[config.mk]
export PLATFORM = sky130hd
export DESIGN_NAME = regression_train_controller
export DESIGN_NICKNAME = d
export VERILOG_FILES = /design/src/rtl/regression_train_controller.sv
export SDC_FILE = /design/constraint.sdc
export NUM_CORES = 1
export LEC_CHECK = 0
export BUFFER_PORTS_ARGS = -buffer_cell sky130_fd_sc_hd__buf_2
export CAP_MARGIN = 20
export CELL_PAD_IN_SITES_DETAIL_PLACEMENT = 0
export CELL_PAD_IN_SITES_GLOBAL_PLACEMENT = 1
export CORE_MARGIN = 1.5
export CORE_UTILIZATION = 34
export CTS_CLUSTER_SIZE = 16
export DETAILED_ROUTE_END_ITERATION = 8
export GPL_ROUTABILITY_DRIVEN = 0
export MAX_ROUTING_LAYER = met4
export PLACE_DENSITY = 0.94
export SYNTH_ARGS = -nofsm -noshare
export SYNTH_HDL_FRONTEND = slang
export SYNTH_SLANG_ARGS = --single-unit
[constraint.sdc]
create_clock -name clk -period 3.9 [get_ports clk]
set_input_delay 0.195 -clock clk [delete_from_list [all_inputs] [get_ports clk]]
set_output_delay 0.195 -clock clk [all_outputs]
set_load 0.02 [all_outputs]
[src/rtl/regression_train_controller.sv]
// regression_train_controller
// Sequences one training pass of the linear-regression coefficient datapath:
// clears the calculator, streams N_SAMPLES (x,y) pairs from sample memory into
// it with single-cycle enables, then latches B0/B1 into held registers.
// Optional feature macro: REG_PREDICT_EN adds a query port that evaluates
// y = b0 + b1*x with the held coefficients.
module regression_train_controller #(
    parameter int N_SAMPLES = 1000,
    parameter int ADDR_W    = 10,
    parameter int DATA_W    = 20,
    parameter int RD_LAT    = 1
) (
    input  logic              clk,
    input  logic              reset,
    input  logic              start,
    input  logic              abort,
    output logic              busy,
    output logic              done,
    output logic              coef_valid,
    output logic              mem_rd,
    output logic [ADDR_W-1:0] mem_addr,
    input  logic [DATA_W-1:0] mem_x,
    input  logic [DATA_W-1:0] mem_y,
    output logic              calc_clr,
    output logic              calc_en,
    output logic [DATA_W-1:0] calc_x,
    output logic [DATA_W-1:0] calc_y,
    input  logic [DATA_W-1:0] calc_b0,
    input  logic [DATA_W-1:0] calc_b1,
    output logic [DATA_W-1:0] b0,
    output logic [DATA_W-1:0] b1
`ifdef REG_PREDICT_EN
    ,
    input  logic              q_valid,
    input  logic [DATA_W-1:0] q_x,
    output logic              p_valid,
    output logic [DATA_W-1:0] p_y
`endif
);

    localparam int                WC_W     = (RD_LAT > 1) ? $clog2(RD_LAT) : 1;
    localparam logic [WC_W-1:0]   WC_LAST  = WC_W'(RD_LAT - 1);
    localparam logic [ADDR_W-1:0] IDX_LAST = ADDR_W'(N_SAMPLES - 1);

    typedef enum logic [2:0] {IDLE, CLEAR, FETCH, WAIT, FEED, SETTLE, DONE} state_t;

    state_t            state;
    logic [ADDR_W-1:0] idx;
    logic [WC_W-1:0]   wcnt;

    // The sample index is itself the memory address; it only changes on entry to FETCH.
    assign mem_addr = idx;

    // Pass sequencer; every output is registered and set on entry to the state it belongs to.
    always_ff @(posedge clk) begin
        if (reset) begin
            state      <= IDLE;
            idx        <= '0;
            wcnt       <= '0;
            busy       <= 1'b0;
            done       <= 1'b0;
            coef_valid <= 1'b0;
            mem_rd     <= 1'b0;
            calc_clr   <= 1'b0;
            calc_en    <= 1'b0;
            calc_x     <= '0;
            calc_y     <= '0;
            b0         <= '0;
            b1         <= '0;
        end else begin
            mem_rd   <= 1'b0;
            calc_clr <= 1'b0;
            calc_en  <= 1'b0;
            done     <= 1'b0;
            if (abort && state != IDLE && state != DONE) begin
                // Cancelled pass: held coefficients keep their old value but are no longer trusted.
                state      <= IDLE;
                busy       <= 1'b0;
                coef_valid <= 1'b0;
            end else begin
                case (state)
                    IDLE: begin
                        if (start && !abort) begin
                            state      <= CLEAR;
                            busy       <= 1'b1;
                            calc_clr   <= 1'b1;
                            coef_valid <= 1'b0;
                            idx        <= '0;
                        end
                    end
                    CLEAR: begin
                        state  <= FETCH;
                        mem_rd <= 1'b1;
                    end
                    FETCH: begin
                        state <= WAIT;
                        wcnt  <= '0;
                    end
                    WAIT: begin
                        if (wcnt == WC_LAST) begin
                            state   <= FEED;
                            calc_x  <= mem_x;
                            calc_y  <= mem_y;
                            calc_en <= 1'b1;
                        end else begin
                            wcnt <= wcnt + 1'b1;
                        end
                    end
                    FEED: begin
                        // Stop at the last index instead of incrementing, so a full-range pass never wraps.
                        if (idx == IDX_LAST) begin
                            state <= SETTLE;
                        end else begin
                            state  <= FETCH;
                            idx    <= idx + 1'b1;
                            mem_rd <= 1'b1;
                        end
                    end
                    SETTLE: begin
                        state      <= DONE;
                        b0         <= calc_b0;
                        b1         <= calc_b1;
                        busy       <= 1'b0;
                        done       <= 1'b1;
                        coef_valid <= 1'b1;
                    end
                    DONE: begin
                        state <= IDLE;
                    end
                    default: begin
                        state <= IDLE;
                        busy  <= 1'b0;
                    end
                endcase
            end
        end
    end

`ifdef REG_PREDICT_EN
    logic [2*DATA_W-1:0] prod;

    // Full-width product so the Q10.10 rescale keeps every integer bit before truncation.
    assign prod = {{DATA_W{1'b0}}, b1} * {{DATA_W{1'b0}}, q_x};

    // Prediction is only answered from a settled, valid coefficient set while idle.
    always_ff @(posedge clk) begin
        if (reset) begin
            p_valid <= 1'b0;
            p_y     <= '0;
        end else begin
            p_valid <= 1'b0;
            if (q_valid && coef_valid && state == IDLE) begin
                p_valid <= 1'b1;
                p_y     <= b0 + DATA_W'(prod >> 10);
            end
        end
    end
`endif

endmodule

==> results.ini, run 1 <==
[die]
die_area_um2=11200
initial_utilization_pct=35.0
core.rowCount=37
die_x_um=106
core_um2=10300
io_pins=180
die_h_um=106

[finish]
fin_area_um2=4820
final_nets=700
drive_gt1_share_pct=33.5
area_delta_synth_final_pct=33.4
nFillCells=1059
utilization_pct=46.7

[clocking]
htree_levels=3
cts.repair.resized=0
hold_buffers=0
clock_sinks=99
cts_setup_buffers=0
cts_buffers=9
clockBufferDepth=2
cts_root_buf=clkbuf_8
cts_tree=done
clk-insertion-delay-late_ns=0.36
clk_pin_slew_worst_paths_ns=0.10

[global_routing]
track_usage_pct=17.1
grt_start_max_net_pins=56
antenna_found_initial=1
grt_pass1_wl_mm=15.2
grt_pass1_vias=3328
grt_overflow=0

[detailed_routing]
viasPerCell=4.74
antenna_violating_nets_post_route=0
drt_pass1_iterations=4
drc=0
routed_wl_mm=9.37
vias=3590
wl_per_cell_um=12.4
drt_iter0_markers=164

[pwr]
p_leak_nw=2.11
power.density_nw_per_um2=380
ir_worst_vdd_mv=0.187

[synth]
netlist_instances=453
ys_warn_count=0
synth_nets=538
synth_xor_area_share_pct=1.46
ys_seq_area_share_pct=54.9
ys_seq_elements=99
synth_top_family_by_area=simple AND/OR/NAND/NOR gates
synth-compound-area-share_pct=14.5
syn_area_um2=3610
ys_types=31
synth.avg_cell_area_um2=7.97
muxShareOfSynthArea_pct=0
synth_simple_gate_area_share_pct=25.0
synth_fa_ha_area_share_pct=0.347

[sta]
fin_setup_tns_ns=0
setup_viol=0
max_freq_mhz=467
max_slew_margin_pct=45.2
fin_worst_skew_ns=0.00958
fin_crit_sh_pct=54.9
rsz0062_at_grt=false
finalCriticalPeriod_ns=2.14
max_slew.worst_pin.slew_ns=0.821
hold_violations=0
postLayoutSetupSlackWorst_ns=1.76
slew_violations=0

[worst_hold_path]
hp-class=input port to flop

[worst_setup_path]
setup.worst_path.start=state[1]
r2r_slack_ns=1.76
worstPathMaxFanout=41
critical_path.endpoint=coef_valid
worstSetupPathType=flop to flop
worstPathArrival_ns=2.45
r2r-end=coef_valid
r2r-start=state[1]
worstPathRequired_ns=4.21
worstRegToRegCells=4
end_kind=flop
critPathLaunchType=flop

[placement]
dp_slack_ns=1.77
numPortBuffers=179
placed_cell_area_um2=4590
dp_hpwl_mm=6.69

[outcome]
outcome=complete, no violations

[flow_run]
drv_cap=0

## area by class of cell
cell class	count	area (um2)	area share, %
Clock inverter	6	88.8	1.84
Multi-Input combinational cell	320	1500	31.2
Timing Repair Buffer	183	926	19.2
Sequential cell	99	1980	41.1
Clock buffer	10	138	2.86
Antenna cell	1	2.50	0.0519
Inverter	2	7.51	0.156
Tap cell	136	170	3.53
## cell usage in the layout (no fill, tap or decap), types with 2 or more instances in the layout
master      synthesis  layout
buf_2               6     179
a31oi_1             2       2
a21oi_1            85      85
nor3_1              3       2
inv_1               2       2
a2111oi_0           2       2
o21ai_0             5       5
or3_1               3       3
clkbuf_8            0      10
clkinvlp_4          0       2
buf_4               0       4
or2_2               2       2
nor2_1             12      12
and3_1              4       4
bufinv_16           0       2
nand3_1             9       8
nand2b_1            4       4
nand2_1           166     166
and4bb_2            2       2
nand4_1             3       3
dfxtp_1            99      99
xor2_1              6       6
## per-layer routing
layer  share of wire, %  vias to the layer above  wire length, um  track usage (%)
li1                   -                     1812                -                -
met1                 45                     1636             4210             20.8
met2                 46                      131             4350             27.1
met3                7.2                       11              678             4.29
met4                1.4                        0              129             6.85
met5                  0                        -                0                -
## sequential cells by signal, indices dropped and copies added (netlist names), 3 cells and up
register,flops
b0,20
state,3
calc_y,20
calc_x,20
mem_addr,10
b1,20
## metrics by stage
step                      hold WS, ns  total power [W]  std cells
final                          0.0614          0.00183        757
after global routing           0.0433          0.00190        757
after CTS                      0.0400          0.00185        756
after detailed placement        0.439          0.00112        740
after global placement          0.435          0.00112        740
after floorplan                 0.285          0.00107        453
## how the worst min path moves through the flow
stage,from,to,slack (ns),cells past startpoint
after floorplan,abort,mem_rd,0.28,1
final,mem_y[1],calc_y[1],0.06,3
after global routing,mem_y[7],calc_y[7],0.04,3
after CTS,mem_y[0],calc_y[0],0.04,3
after global placement,mem_x[7],calc_x[7],0.43,3
after detailed placement,calc_b1[15],b1[15],0.44,3
## cell usage after synthesis
cell / n / area, um2
dfxtp_1: 99 / 1980
inv_1: 2 / 7.51
and3_1: 4 / 25.0
a211oi_1: 1 / 7.51
a2111oi_0: 2 / 17.5
a21oi_1: 85 / 425
nor3_1: 3 / 15.0
nand4_1: 3 / 18.8
or4_1: 1 / 7.51
nand2b_1: 4 / 25.0
nor2_1: 12 / 45.0
and4_4: 1 / 11.3
and2_1: 1 / 6.26
a221oi_1: 1 / 8.76
buf_2: 6 / 30.0
or2_2: 2 / 12.5
a31o_2: 1 / 8.76
nand3_1: 9 / 45.0
or3b_1: 1 / 8.76
a31oi_1: 2 / 12.5
or3_1: 3 / 18.8
o32ai_1: 1 / 8.76
clkbuf_1: 26 / 97.6
o21ai_0: 5 / 25.0
nand3b_1: 1 / 7.51
nand2_1: 166 / 623
o21ba_2: 1 / 10.0
ha_1: 1 / 12.5
and4_1: 1 / 8.76
xor2_1: 6 / 52.6
and4bb_2: 2 / 25.0
## critical path, stage by stage, from the launching register on
cell	delay [ns]
dfxtp_1	0.43
nor2_1	0.42
nand3_2	0.71
nor2_1	0.38
a31o_2	0.14
## report_power, final
part	internal [W]	switching [W]	leakage, nW
logic	0.0000373	0.0000419	1.20
clock network	0.000379	0.000355	0.108
registers	0.00101	0.00000301	0.798
## cells by family (layout without fill, tap and decap cells)
kind of cell,count (synthesis),in the layout
compound gates,99,99
xor+xnor,6,6
fa+ha+maj,1,1
buf+inv,34,201
flops,99,99
other cells,0,1
simple gates,214,214
No activity file was read; power rests on OpenSTA's default activity.
==> run 2: changes to the inputs <==
- CORE_UTILIZATION: 34 -> 28
- PLACE_DENSITY: 0.94 -> 0.84
- clock period: 3.9 -> 1.8 ns (I/O delays scaled with it)
==> run 2 against run 1 <==
Against the previous run:
- sequential power up 120%
- non-clock buffer count grew 89
- design area up 21%
- global-route usage down 0.89 points
- sequential share of layout area is 7.2 points lower
- critical path depth grew 1
- power increased by 140%
- final cell count rose by 16%
- combinational power grew to 4.1 times the previous value
- sequential cell count stayed put
==> results.ini, run 2 (synthesis results as in run 1) <==
[finish]
final_nets=789
area_delta_synth_final_pct=62.0
final_cell_mix=buf_2 (179), nand2_1 (166), dfxtp_1 (98)
drive_gt1_share_pct=31.0
diodes=0
final_common_cell=buf_2

[sta]
max_slew_margin_pct=64.6
setup_viol=0
hold_violations=0
fin_worst_skew_ns=0.00561
finalCriticalPeriod_ns=1.71
max_freq_mhz=585
fin_crit_sh_pct=95.0
slew_violations=0
max_slew.worst_pin.slew_ns=0.532
postLayoutSetupSlackWorst_ns=0.0906
fin_setup_tns_ns=0

[detailed_routing]
antenna_violating_nets_post_route=0
vias=3942
drt_pass1_iterations=4
drt_iter0_markers=176
drc=0
viasPerCell=4.47
wl_per_cell_um=12.5
routed_wl_mm=11.0

[clocking]
clk_pin_slew_worst_paths_ns=0.06
cts_buffers=9
clk-insertion-delay-late_ns=0.34
cts_tree=done
clockBufferDepth=2
clock_sinks=99
htree_levels=3
cts_root_buf=clkbuf_16

[worst_setup_path]
worstPathRequired_ns=2.04
cpPeakStageDelay_ns=0.36
worstSetupPathType=flop to flop
slowest_stage=dfxtp_1
crit_buf_inv=0
cpLargestDelayFamily=simple AND/OR/NAND/NOR gates
end_kind=flop
worstPathMaxFanout=4
setup.worst_path.start=mem_addr[1]
critPathLaunchType=flop
cp_cell_sequence=ha_2, and4bb_2, nand3_1, or2_2, a2111oi_2
r2r-start=mem_addr[1]
worstPathArrival_ns=1.95

[placement]
dp_hpwl_mm=6.95
numPortBuffers=179
dp_slack_ns=0.0552

[global_routing]
grt_start_max_net_pins=51
grt_overflow=0
grt_pass1_wl_mm=16.8
grt_pass1_vias=3644
antenna_found_initial=0
track_usage_pct=16.2

[pwr]
ir_worst_vdd_mv=0.375
power.density_nw_per_um2=758
p_leak_nw=2.53

[die]
die_x_um=117
core_um2=12600
die_h_um=117
die_area_um2=13600
core.rowCount=41
io_pins=180
initial_utilization_pct=28.6

[flow_run]
drv_cap=0

[worst_hold_path]
hp-class=input port to flop
hp-start=reset

[outcome]
outcome=complete, no violations

[run 2: worst reg2reg max path, stage by stage, from the launching register on]
cell and delay (ns):
dfxtp_1 0.36, ha_2 0.22, and4bb_2 0.27, nand3_1 0.11
or2_2 0.30, a2111oi_2 0.34
[run 2: final timing paths]
check / to / slack [ns] / cells past startpoint
max: state[0] / 0.09 / 5
min: calc_clr / 0.08 / 2
max reg2reg: state[0] / 0.09 / 5
min reg2reg: b1[15] / 0.45 / 2
[run 2: cell type report]
cell class,count,area [um2]
Fill cell,1210,6770
Sequential cell,99,1980
Timing Repair Buffer,272,1830
Multi-Input combinational cell,320,1510
Clock buffer,13,280
Tap cell,172,215
Clock inverter,3,20.0
Inverter,2,7.51
[run 2: timing repair]
action                                 CTS  global route
setup endpoints to repair                0             2
setup buffers                            0             0
hold buffers                            80             0
endpoints found under the hold margin   80             0
resized for setup                        0             4
[run 2: metal layers]
layer | global-route usage [%] | part of all wire, %
met2 | 27.4 | 48
met3 | 3.94 | 6.7
met4 | 7.07 | 1.7
met1 | 18.2 | 44
met5 | - | 0
[run 2: report_power, final]
group / total (W) / internal [W] / switching (W)
Sequential: 0.00220 / 0.00220 / 0.00000406
Combinational: 0.000326 / 0.000201 / 0.000125
Clock: 0.00191 / 0.00109 / 0.000820
Total: 0.00443 / 0.00348 / 0.000949
[run 2: through the flow]
stage	power, W	util, %	hold WS (ns)	std cells	instance area [um2]
2_1_floorplan	0.00232	-	0.180	453	3610
3_3_place_gp	0.00243	37.5	0.330	785	4740
3_5_place_dp	0.00243	37.5	0.335	785	4740
4_1_cts	0.00448	46.3	0.0571	881	5840
5_1_grt	0.00460	46.4	0.0792	881	5850
6_report	0.00443	46.4	0.0772	881	5850
